===== config.mk =====
export PLATFORM = sky130hd
export DESIGN_NAME = mips_prog_loader_flat
export DESIGN_NICKNAME = d
export VERILOG_FILES = /design/src/rtl/mips_prog_loader_if.sv /design/src/rtl/mips_prog_loader.sv /design/src/flat_wrapper.sv
export SDC_FILE = /design/constraint.sdc
export NUM_CORES = 1
export LEC_CHECK = 0
export BUFFER_PORTS_ARGS = -buffer_cell sky130_fd_sc_hd__buf_2
export CAP_MARGIN = 20
export CORE_ASPECT_RATIO = 1.1
export CORE_MARGIN = 2
export CORE_UTILIZATION = 60
export DETAILED_ROUTE_END_ITERATION = 10
export GPL_TIMING_DRIVEN = 0
export PLACE_DENSITY = 0.81
export SETUP_SLACK_MARGIN = 0.05
export SLEW_MARGIN = 25
export SYNTH_ARGS = -nofsm -noshare
export SYNTH_HDL_FRONTEND = slang
export SYNTH_SLANG_ARGS = --single-unit

===== constraint.sdc =====
create_clock -name clk1 -period 2.9 [get_ports clk1]
set_input_delay 0.58 -clock clk1 [delete_from_list [all_inputs] [get_ports clk1]]
set_output_delay 0.58 -clock clk1 [all_outputs]
set_load 0.05 [all_outputs]

===== src/rtl/mips_prog_loader_if.sv =====
// Byte-stream, memory write port and status bundle between the loader and its neighbours.
// Latency: none, wires only.
// Backpressure: in_ready from the loader throttles the byte stream; the write port has none.
//
// Signals: in_data/in_valid/in_ready (byte stream), restart (rearm pulse),
//          mem_we/mem_addr/mem_wdata (word write port), core_run/load_done/load_err (status).
// Modports: master = stream source / memory + core side, slave = the loader.
interface mips_prog_loader_if #(
    parameter int ADDR_W = 10
);
    logic [7:0]        in_data;
    logic              in_valid;
    logic              in_ready;
    logic              restart;
    logic              mem_we;
    logic [ADDR_W-1:0] mem_addr;
    logic [31:0]       mem_wdata;
    logic              core_run;
    logic              load_done;
    logic              load_err;

    modport master (
        output in_data, in_valid, restart,
        input  in_ready, mem_we, mem_addr, mem_wdata, core_run, load_done, load_err
    );

    modport slave (
        input  in_data, in_valid, restart,
        output in_ready, mem_we, mem_addr, mem_wdata, core_run, load_done, load_err
    );
endinterface


===== src/rtl/mips_prog_loader.sv =====
// Boot loader: parses SYNC/CNT/words/CSUM frames, writes big-endian words, releases the core on a good checksum.
// Latency: write strobe one cycle after a word's 4th byte; done/err one cycle after the deciding byte.
// Backpressure: in_ready high while parsing a frame, low in DONE/ERR and in the first cycle out of reset.
//
// Ports: clk1 (rising-edge clock), rst_n (synchronous, active-low reset),
//        bus (slave side of mips_prog_loader_if: byte stream in, restart in,
//             memory write port out, core_run/load_done/load_err out).
module mips_prog_loader #(
    parameter int         ADDR_W    = 10,
    parameter int         MEM_DEPTH = 1024,
    parameter int         BASE_ADDR = 0,
    parameter logic [7:0] SYNC_BYTE = 8'hA5
) (
    input  logic              clk1,
    input  logic              rst_n,
    mips_prog_loader_if.slave bus
);
    localparam logic [2:0] S_IDLE   = 3'd0;
    localparam logic [2:0] S_CNT_HI = 3'd1;
    localparam logic [2:0] S_CNT_LO = 3'd2;
    localparam logic [2:0] S_WORD   = 3'd3;
    localparam logic [2:0] S_CSUM   = 3'd4;
    localparam logic [2:0] S_DONE   = 3'd5;
    localparam logic [2:0] S_ERR    = 3'd6;

    // Largest word count that still fits between BASE_ADDR and the end of memory.
    localparam int unsigned LIMIT = MEM_DEPTH - BASE_ADDR;

    logic [2:0]        state;
    logic              armed;      // low for the first cycle after reset so in_ready starts at 0
    logic [7:0]        cnt_hi;
    logic [15:0]       n_words;
    logic [15:0]       widx;
    logic [1:0]        bidx;
    logic [23:0]       asm_q;      // first three bytes of the word being assembled
    logic [7:0]        csum;
    logic              mem_we_q;
    logic [ADDR_W-1:0] mem_addr_q;
    logic [31:0]       mem_wdata_q;
    logic              core_run_q;
    logic              load_done_q;
    logic              load_err_q;

    logic        accept;
    logic [15:0] cnt_full;
    logic [31:0] word_full;

    assign bus.in_ready = armed && (state == S_IDLE || state == S_CNT_HI || state == S_CNT_LO ||
                                    state == S_WORD || state == S_CSUM);
    assign accept    = bus.in_valid && bus.in_ready;
    assign cnt_full  = {cnt_hi, bus.in_data};
    assign word_full = {asm_q, bus.in_data};

    assign bus.mem_we    = mem_we_q;
    assign bus.mem_addr  = mem_addr_q;
    assign bus.mem_wdata = mem_wdata_q;
    assign bus.core_run  = core_run_q;
    assign bus.load_done = load_done_q;
    assign bus.load_err  = load_err_q;

    always_ff @(posedge clk1) begin
        if (!rst_n) begin
            // Reset wins over everything, including a strobe that would fire this edge,
            // so a half-built or just-completed word is dropped.
            state       <= S_IDLE;
            armed       <= 1'b0;
            cnt_hi      <= 8'd0;
            n_words     <= 16'd0;
            widx        <= 16'd0;
            bidx        <= 2'd0;
            asm_q       <= 24'd0;
            csum        <= 8'd0;
            mem_we_q    <= 1'b0;
            mem_addr_q  <= '0;
            mem_wdata_q <= 32'd0;
            core_run_q  <= 1'b0;
            load_done_q <= 1'b0;
            load_err_q  <= 1'b0;
        end else begin
            armed    <= 1'b1;
            mem_we_q <= 1'b0;
            case (state)
                S_IDLE: begin
                    if (accept && bus.in_data == SYNC_BYTE) begin
                        state <= S_CNT_HI;
                        csum  <= 8'd0;
                        widx  <= 16'd0;
                        bidx  <= 2'd0;
                    end
                end
                S_CNT_HI: begin
                    if (accept) begin
                        cnt_hi <= bus.in_data;
                        csum   <= csum ^ bus.in_data;
                        state  <= S_CNT_LO;
                    end
                end
                S_CNT_LO: begin
                    if (accept) begin
                        csum    <= csum ^ bus.in_data;
                        n_words <= cnt_full;
                        bidx    <= 2'd0;
                        if ({16'd0, cnt_full} > LIMIT) begin
                            state      <= S_ERR;
                            load_err_q <= 1'b1;
                        end else if (cnt_full == 16'd0) begin
                            state <= S_CSUM;
                        end else begin
                            state <= S_WORD;
                        end
                    end
                end
                S_WORD: begin
                    if (accept) begin
                        csum  <= csum ^ bus.in_data;
                        asm_q <= word_full[23:0];
                        bidx  <= bidx + 2'd1;
                        if (bidx == 2'd3) begin
                            mem_we_q    <= 1'b1;
                            mem_wdata_q <= word_full;
                            // Truncation gives the modulo-2^ADDR_W wrap.
                            mem_addr_q  <= ADDR_W'(BASE_ADDR + int'(widx));
                            widx        <= widx + 16'd1;
                            if ((widx + 16'd1) == n_words) begin
                                state <= S_CSUM;
                            end
                        end
                    end
                end
                S_CSUM: begin
                    if (accept) begin
                        if (bus.in_data == csum) begin
                            state       <= S_DONE;
                            load_done_q <= 1'b1;
                            core_run_q  <= 1'b1;
                        end else begin
                            state      <= S_ERR;
                            load_err_q <= 1'b1;
                        end
                    end
                end
                S_DONE, S_ERR: begin
                    if (bus.restart) begin
                        state       <= S_IDLE;
                        core_run_q  <= 1'b0;
                        load_done_q <= 1'b0;
                        load_err_q  <= 1'b0;
                        widx        <= 16'd0;
                        csum        <= 8'd0;
                    end
                end
                default: state <= S_IDLE;
            endcase
        end
    end
endmodule


===== src/flat_wrapper.sv =====
// flat-port wrapper written by rule: the top's interface ports become plain ports
module mips_prog_loader_flat 
#(
    parameter int         ADDR_W    = 10,
    parameter int         MEM_DEPTH = 1024,
    parameter int         BASE_ADDR = 0,
    parameter logic [7:0] SYNC_BYTE = 8'hA5
)
  (clk1, rst_n, bus_in_data, bus_in_valid, bus_restart, bus_in_ready, bus_mem_we, bus_mem_addr, bus_mem_wdata, bus_core_run, bus_load_done, bus_load_err);
  mips_prog_loader_if #(.ADDR_W(ADDR_W)) bus_i ();
  input  logic clk1;
  input  logic rst_n;
  input wire logic [$bits(bus_i.in_data)-1:0] bus_in_data;
  input wire logic [$bits(bus_i.in_valid)-1:0] bus_in_valid;
  input wire logic [$bits(bus_i.restart)-1:0] bus_restart;
  output wire logic [$bits(bus_i.in_ready)-1:0] bus_in_ready;
  output wire logic [$bits(bus_i.mem_we)-1:0] bus_mem_we;
  output wire logic [$bits(bus_i.mem_addr)-1:0] bus_mem_addr;
  output wire logic [$bits(bus_i.mem_wdata)-1:0] bus_mem_wdata;
  output wire logic [$bits(bus_i.core_run)-1:0] bus_core_run;
  output wire logic [$bits(bus_i.load_done)-1:0] bus_load_done;
  output wire logic [$bits(bus_i.load_err)-1:0] bus_load_err;
  assign bus_i.in_data = bus_in_data;
  assign bus_i.in_valid = bus_in_valid;
  assign bus_i.restart = bus_restart;
  assign bus_in_ready = bus_i.in_ready;
  assign bus_mem_we = bus_i.mem_we;
  assign bus_mem_addr = bus_i.mem_addr;
  assign bus_mem_wdata = bus_i.mem_wdata;
  assign bus_core_run = bus_i.core_run;
  assign bus_load_done = bus_i.load_done;
  assign bus_load_err = bus_i.load_err;
  mips_prog_loader #(.ADDR_W(ADDR_W), .MEM_DEPTH(MEM_DEPTH), .BASE_ADDR(BASE_ADDR), .SYNC_BYTE(SYNC_BYTE)) u_core (.clk1(clk1), .rst_n(rst_n), .bus(bus_i));
endmodule

==> metrics.yaml, run 1 <==
outcome:
  outcome: "complete, no violations"
routing:
  vias: 5563
  wl_met2_mm: 7.88
  met3_length_mm: 1.30
  drt_iter0_drc: 567
  topRoutingLayerUsed: "met4"
  drt_wl_total_mm: 16.1
  firstDrtPassIters: 6
  viasPerCell: 6.15
  wl_met1_mm: 6.42
  post_drt_wl_per_cell_um: 17.8
  remaining_drc_errors: 0
  ant_nets: 0
finish:
  multiInputGateArea_um2: 2930
  nets: 788
  drive_gt1_frac: 0.159
  fin_cells: 904
  final_cell_mix: "155 x nand2_1, 123 x dfxtp_1, 105 x a21oi_1, 61 x nor2_1, 60 x buf_2"
  stdcell_area_um2: 6710
  n_fill_cell: 713
  diodes: 0
  register_area_um2: 2460
  area_delta_synth_final_pct: 17.1
  final_common_cell: "nand2_1"
floorplan:
  rows: 37
  initial_core_util: 0.616
  ios: 59
  die-area_um2: 10300
  die_h_um: 107
  core_um2: 9310
  die_w_um: 97.2
place:
  dpl_cell_area_um2: 6130
  gp_congestion: 0.954
  dpl.hpwl_mm: 11.0
  dp.cells: 872
  port_buffers: 50
  dp_slack_ns: 0.157
clock_network:
  cts_buffer_depth: 2
  post_cts_buffers: 0
  cts_tree: "done"
  clkSinkCount: 123
  cts-root-buf: "clkbuf_8"
  cts_made_buffers: 17
  ctsResizeCount: 0
  cts_hold_buf: 0
  worstSkewPairLatency_ns: 0.52
  clk_pin_slew_ns: 0.07
  h-tree-depth: 4
synth:
  syn_area_um2: 5730
  synth_edf_count: 0
  synth-seq-area-share: 0.430
  syn_inst: 705
  syn_avg_cell_area_um2: 8.13
  synth_fp_nets: 719
  ys.flop_type: "dfxtp_1"
  synthDistinctLibCells: 70
  ys_warn_count: 0
  yosys_register_bits: 123
  async_flop_share: 0
sta:
  fin_crit_ns: 2.60
  finClkSkew_ns: 0.0106
  relSlewSlack: 0.375
  setup_tns_ns: 0
  drv_slew: 0
  tightest_slew_ns: 0.931
  finalHoldViolations: 0
  worst_slack_ns: 0.298
  setup_viol: 0
  fin_crit_sh: 0.897
  rsz0062_at_grt: "false"
  fmax_ghz: 0.384
setup_path:
  end_kind: "flip-flop"
  worstSetupStartpointType: "flip-flop"
  rrSetupSlack_ns: 0.30
  crit-reg2reg-launch: "u_core.widx[1]"
  critPathKind: "flip-flop to flip-flop"
  ff2ff_path_depth: 8
  cp.arrival_ns: 3.02
  crit_fanout: 7
  reg2reg_to: "u_core.state[2]"
  cp.required_ns: 3.31
power_and_ir_drop:
  p_int_mw: 2.90
  seqPwrFrac: 0.437
  power_density_nw_per_um2: 577
  p_leak_nw: 2.41
  p_switching_mw: 0.974
  clkPwrFrac: 0.540
  peakVddDrop_uv: 414
  comb_power_share: 0.023
  switching_share: 0.252
grt:
  track_usage: 0.313
  grt_pass1_wl_mm: 26.1
  overflow: 0
  antenna_found_initial: 0
  grt_pass1_vias: 5319
  grt_max_degree: 17
worst_hold_path:
  hp-start: "rst_n"
  min_to: "u_core.armed"
  min_path_type: "input pin to flip-flop"
  worstHoldPathCells: 1
flow_run:
  maxCapViolations: 0
[cell families after synthesis]
family	synth area share
compound gates	0.162
mux	0.0439
xor+xnor	0.0474
simple gates	0.253
flops	0.430
buf+inv	0.0590
fa+ha+maj	0.00437
[flip-flops by register name, indices dropped and copies added (netlist names)]
register	flops
u_core.bus.mem_wdata	32
u_core.asm_q	24
u_core.widx	16
u_core.bidx	2
u_core.bus.mem_addr	10
u_core.bus.core_run	1
u_core.armed	1
u_core.bus.load_err	1
u_core.cnt_hi	8
u_core.state	3
u_core.n_words	16
u_core.csum	8
u_core.bus.mem_we	1
[Yosys cell counts (2+ instances only)]
| cell | count | area (um^2) |
|---|---|---|
| a211oi_1 | 2 | 15.0 |
| a21oi_1 | 105 | 526 |
| a31oi_1 | 5 | 31.3 |
| and2_1 | 4 | 25.0 |
| and3_1 | 4 | 25.0 |
| and4_1 | 5 | 43.8 |
| buf_1 | 5 | 18.8 |
| buf_2 | 10 | 50.1 |
| buf_4 | 5 | 37.5 |
| buf_6 | 2 | 22.5 |
| clkbuf_1 | 24 | 90.1 |
| clkbuf_8 | 5 | 68.8 |
| dfxtp_1 | 123 | 2460 |
| ha_1 | 2 | 25.0 |
| inv_1 | 4 | 15.0 |
| mux2i_1 | 24 | 240 |
| nand2_1 | 155 | 582 |
| nand3_1 | 8 | 40.0 |
| nand3b_1 | 13 | 97.6 |
| nand4_1 | 7 | 43.8 |
| nor2_1 | 61 | 229 |
| nor3_1 | 12 | 60.1 |
| nor4_1 | 8 | 50.1 |
| nor4_4 | 2 | 42.5 |
| o211ai_1 | 2 | 15.0 |
| o21ai_0 | 28 | 140 |
| o41ai_1 | 2 | 17.5 |
| or2_2 | 2 | 12.5 |
| or3_1 | 5 | 31.3 |
| or4_1 | 2 | 15.0 |
| xnor2_1 | 25 | 219 |
| xor2_1 | 6 | 52.6 |
[worst max path at each step]
stage | start | end | depth (start not counted) | slack [ns]
6_report | u_core.widx[1] | u_core.state[2] | 8 | 0.30
5_1_grt | u_core.widx[1] | u_core.state[2] | 8 | 0.26
4_1_cts | u_core.widx[1] | u_core.state[2] | 8 | 0.35
3_5_place_dp | bus_in_data[6] | u_core.widx[11] | 8 | 0.16
3_3_place_gp | bus_in_valid | u_core.widx[9] | 8 | 0.16
2_1_floorplan | u_core.state[1] | bus_in_ready | 3 | 0.33
[per-layer routing]
layer | vias to the layer above | GRT usage
met1 | 2636 | 0.377
li1 | 2578 | -
met4 | 0 | 0.141
met3 | 50 | 0.0664
met5 | - | 0
met2 | 299 | 0.536
[through the flow]
stage          power [mW]  hold slack (ns)   util
3_3_place_gp         1.81            0.434  0.658
4_1_cts              3.89            0.245  0.721
3_5_place_dp         1.82            0.443  0.658
2_1_floorplan        1.78            0.432      -
6_report             3.87            0.265  0.721
5_1_grt              3.95            0.259  0.721
[power by group through the flow]
stage,Sequential [mW],Combinational [mW],Clock [mW]
global route,1.69,0.0960,2.17
global placement,1.73,0.0864,0
floorplan,1.73,0.0556,0
detailed placement,1.73,0.0881,0
CTS,1.69,0.0884,2.11
finish,1.69,0.0903,2.09
[worst max-delay path, stage by stage (launching register included)]
cell and delay (ns):
dfxtp_1 0.48, ha_1 0.20, clkbuf_2 0.19, nand4_1 0.28
xnor2_1 0.26, nor4_1 0.06, o41ai_1 0.57, nor3_1 0.16
a32o_1 0.28
[area by class of cell]
class,instances,area share
Multi-Input combinational cell,523,0.437
Sequential cell,123,0.367
Clock buffer,17,0.0617
Buffer,54,0.0476
Timing Repair Buffer,50,0.0373
Clock inverter,15,0.0250
Tap cell,117,0.0218
Inverter,5,0.00280
No activity file was read; power rests on OpenSTA's default activity.
==> inputs of run 2 (changes only) <==
- REMOVE_ABC_BUFFERS: default -> 1
==> run 2 against run 1 <==
Effect of this change:
- die area unchanged
- core utilization decreased by 1.5 points
- first-iteration DRC count decreased by 32%
- maximum frequency decreased by 1.1%
- via count decreased by 6.3%
- critical endpoint is now u_core.widx[9]
- largest cell class unchanged
==> metrics.yaml, run 2 (synthesis gave the netlist of run 1 again) <==
sta:
  finClkSkew_ns: 0.00712
  holdWs_ns: 0.282
  fin_crit_ns: 2.63
  finalHoldViolations: 0
  relSlewSlack: 0.388
  rsz0062_at_grt: "false"
  fmax_ghz: 0.380
  fin_crit_sh: 0.907
  tightest_slew_ns: 0.911
  drv_slew: 0
  setup_viol: 0
setup_path:
  reg2reg_to: "u_core.widx[9]"
  crit-reg2reg-launch: "u_core.state[2]"
  worstSetupStartpointType: "flip-flop"
  critPathKind: "flip-flop to flip-flop"
  crit_path_start: "u_core.state[2]"
  end_kind: "flip-flop"
  ff2ff_path_depth: 5
  crit_fanout: 26
  cp.required_ns: 3.35
  rrSetupSlack_ns: 0.27
  cp.arrival_ns: 3.08
grt:
  grt_pass1_wl_mm: 22.8
  grt_max_degree: 96
  grt_pass1_vias: 4819
  track_usage: 0.269
  antenna_found_initial: 0
  overflow: 0
finish:
  drive_gt1_frac: 0.164
  final_cell_mix: "155 x nand2_1, 122 x dfxtp_1, 105 x a21oi_1, 60 x nor2_1, 60 x buf_2"
  nets: 750
  diodes: 0
  final_common_cell: "nand2_1"
  finish.utilization: 0.706
  largest_register_ffs: 32
  area_delta_synth_final_pct: 14.6
clock_network:
  cts_tree: "done"
  h-tree-depth: 4
  cts_buffer_depth: 2
  clk_pin_slew_ns: 0.06
  cts-root-buf: "clkbuf_8"
  worstSkewPairLatency_ns: 0.53
  cts_hold_buf: 0
  clkSinkCount: 123
  cts_made_buffers: 17
worst_hold_path:
  hp-start: "rst_n"
  min_path_type: "input pin to flip-flop"
  min_to: "u_core.armed"
  worstHoldPathCells: 1
floorplan:
  rows: 37
  die-area_um2: 10300
  ios: 59
  initial_core_util: 0.616
  die_w_um: 97.2
  core_um2: 9310
  die_h_um: 107
routing:
  viasPerCell: 6.02
  remaining_drc_errors: 0
  drt_wl_total_mm: 14.3
  firstDrtPassIters: 5
  vias: 5211
  post_drt_wl_per_cell_um: 16.5
  drt_iter0_drc: 385
  ant_nets: 0
outcome:
  outcome: "complete, no violations"
flow_run:
  maxCapViolations: 0
power_and_ir_drop:
  p_leak_nw: 2.32
  power_density_nw_per_um2: 592
  peakVddDrop_uv: 335
  power.total_mw: 3.89
place:
  dpl.hpwl_mm: 8.69
  port_buffers: 58
  gp_congestion: 0.977
run 2: cell type report:
class                      count  area, um^2
multi-input combinational    524        2970
fill                         721        2740
sequential                   123        2460
clock buffer                  17         414
timing repair buffer          65         374
clock inverter                15         174
tap                          117         146
inverter                       5        23.8
run 2: timing repair:
action / CTS / global route
endpoints found under the setup margin: 0 / 3
buffers inserted: 0 / 0
resized for setup: 0 / 2
run 2: worst max-delay path by stage:
stage                                      to  slack (ns)  depth (start not counted)
after floorplan           u_core.bus.load_err       -0.86                          4
after global placement    u_core.bus.load_err       -2.01                          5
after detailed placement       u_core.widx[9]        0.08                          5
after CTS                      u_core.widx[9]        0.08                          5
after global routing           u_core.widx[9]        0.14                          5
final                          u_core.widx[9]        0.27                          5
run 2: critical path, cell delays in order, from the launching register on:
cell,delay (ns)
dfxtp_1,0.45
and2b_1,0.41
and2_1,0.44
nand3_4,0.38
or4_2,0.71
a21oi_1,0.15
run 2: through the flow:
step | setup TNS [ns] | worst slack, ns | area [um^2] | instances
floorplan | -14.88 | -0.860 | 5410 | 651
global placement | -63.67 | -2.01 | 5850 | 826
detailed placement | 0 | 0.0763 | 5960 | 833
CTS | 0 | 0.0799 | 6550 | 865
global route | 0 | 0.142 | 6570 | 866
finish | 0 | 0.269 | 6570 | 866
run 2: power by group:
| part | internal, mW | switching (mW) |
|---|---|---|
| clock | 1.25 | 0.859 |
| sequential | 1.69 | 0.00114 |
| combinational | 0.0188 | 0.0658 |
| total | 2.96 | 0.926 |
run 2: routing by layer:
| layer | part of all wire | up-vias | GRT usage | wire, um |
|---|---|---|---|---|
| met2 | 0.50 | 226 | 0.462 | 7190 |
| li1 | - | 2506 | - | - |
| met5 | 0 | - | 0 | 0 |
| met3 | 0.061 | 37 | 0.0526 | 866 |
| met1 | 0.41 | 2442 | 0.326 | 5870 |
| met4 | 0.026 | 0 | 0.124 | 370 |
==> inputs of run 3 (changes only) <==
- CORE_UTILIZATION: 60 -> 53
- PLACE_DENSITY: 0.81 -> 0.76
- clock period: 2.9 -> 2.2 ns (I/O delays scaled with it)
==> run 3 against run 2 <==
Effect of this change:
- design area is 4.3% higher
- routed wire length rose by 4.1%
- global-route usage down 1.3 points
- core utilization is 5.0 points lower
- clock skew about the same
==> metrics.yaml, run 3 (synthesis gave the netlist of run 1 again) <==
outcome:
  outcome: "complete, no violations"
finish:
  register_area_um2: 2490
  n_fill_cell: 876
  largest_register_ffs: 32
  drive_gt1_frac: 0.216
  area_delta_synth_final_pct: 19.6
  final_common_cell: "nand2_1"
  diodes: 0
  nets: 764
  finish.utilization: 0.656
  fin_cells: 906
  multiInputGateArea_um2: 3100
  final_cell_mix: "154 x nand2_1, 111 x dfxtp_1, 105 x a21oi_1, 60 x nor2_1, 60 x buf_2"
worst_hold_path:
  min_path_type: "input pin to flip-flop"
  worstHoldPathCells: 1
  hp-start: "rst_n"
routing:
  remaining_drc_errors: 0
  ant_nets: 0
  drt_iter0_drc: 361
  vias: 5338
  drt_wl_total_mm: 14.9
  post_drt_wl_per_cell_um: 16.4
  firstDrtPassIters: 5
  viasPerCell: 5.89
power_and_ir_drop:
  p_switching_mw: 1.16
  peakVddDrop_uv: 561
  clkPwrFrac: 0.541
  p_int_mw: 3.93
  power.total_mw: 5.09
  seqPwrFrac: 0.437
  comb_power_share: 0.022
  p_leak_nw: 2.44
  power_density_nw_per_um2: 743
  switching_share: 0.227
floorplan:
  ios: 59
  core_um2: 10400
  rows: 39
  die-area_um2: 11700
  die_h_um: 113
  die_w_um: 103
  initial_core_util: 0.549
setup_path:
  cp.required_ns: 2.56
  critPathKind: "flip-flop to flip-flop"
  crit-reg2reg-launch: "u_core.widx[0]"
  cpMaxStageDelayCell: "or4_1"
  end_kind: "flip-flop"
  max_stage_delay_ns: 0.41
  worstPathCellList: "buf_4, nand3_1, and2_1, or4_1, a31oi_1, nor4b_4, a32o_1"
  crit_path_start: "u_core.widx[0]"
  crit_fanout: 5
  cp.arrival_ns: 2.45
  ff2ff_path_depth: 7
  worstSetupStartpointType: "flip-flop"
grt:
  antenna_found_initial: 0
  gr-usage-met1: 0.321
  busiest_layer: "met2"
  grtUsageMet2: 0.414
  met3_usage: 0.0550
  grt_pass1_wl_mm: 23.6
  track_usage: 0.255
  grt_pass1_vias: 4910
  overflow: 0
  grt_max_degree: 93
clock_network:
  cts_tree: "done"
  h-tree-depth: 4
  worstSkewPairLatency_ns: 0.42
  cts-root-buf: "clkbuf_16"
  cts_made_buffers: 17
  clk_pin_slew_ns: 0.06
  cts_buffer_depth: 2
  clkSinkCount: 123
sta:
  relSlewSlack: 0.370
  holdWs_ns: 0.246
  finalHoldViolations: 0
  tightest_slew_ns: 0.940
  fin_crit_ns: 2.10
  finClkSkew_ns: 0.00742
  setup_viol: 0
  fmax_ghz: 0.477
  drv_slew: 0
  worst_slack_ns: 0.102
  fin_crit_sh: 0.954
place:
  dp_slack_ns: -0.635
  dpl.hpwl_mm: 8.86
  gp_congestion: 0.891
  port_buffers: 58
  dp.cells: 858
flow_run:
  maxCapViolations: 0
run 3: cell types whose count changed in the layout (fill, tap and decap cells not counted), sizes merged:
cell and delta:
nand3 +1, clkinv +3, inv -3, buf +13
run 3: path summary, 6_finish.rpt:
check	to	slack, ns
max	u_core.state[2]	0.10
min	u_core.armed	0.25
max reg2reg	u_core.state[2]	0.10
min reg2reg	u_core.bus.mem_addr[9]	0.45
run 3: critical path, delay by kind of cell, from the launching register on:
family          cells  cell delay [ns]
buf+inv             1             0.14
simple gates        4             1.05
compound gates      2             0.46
flops               1             0.38
run 3: layout make-up:
type | count | area share
multi-input cells | 525 | 0.452
repair buffers | 78 | 0.0688
clock inverters | 15 | 0.0237
well taps | 143 | 0.0261
flip-flops and latches | 123 | 0.364
clock buffers | 17 | 0.0621
inverters | 5 | 0.00347
run 3: routing by layer:
metal / up-vias / share of wire / wire [um]
met5: - / 0 / 0
met4: 0 / 0.029 / 435
met3: 41 / 0.072 / 1070
met2: 261 / 0.49 / 7340
met1: 2507 / 0.41 / 6030
li1: 2529 / - / -
run 3: power groups by stage:
stage / Combinational, mW / Clock [mW] / Sequential, mW
global route: 0.120 / 2.91 / 2.22
CTS: 0.111 / 2.78 / 2.23
global placement: 0.0977 / 0 / 2.28
floorplan: 0.0454 / 0 / 2.28
finish: 0.114 / 2.75 / 2.22
detailed placement: 0.108 / 0 / 2.28
run 3: timing repair:
item,CTS,global route
hold buffers,0,0
endpoints found under the hold margin,0,0
setup endpoints to repair,104,26
resized for setup,22,21
setup buffers,3,11
pin swaps,2,5
cloned,2,0
run 3: metrics by stage:
| step | TNS (ns) | cell area, um^2 |
|---|---|---|
| after global placement | -138.56 | 5880 |
| after floorplan | -35.20 | 5410 |
| after CTS | 0 | 6700 |
| final | 0 | 6850 |
| after detailed placement | -16.29 | 6000 |
| after global routing | -0.000317 | 6850 |
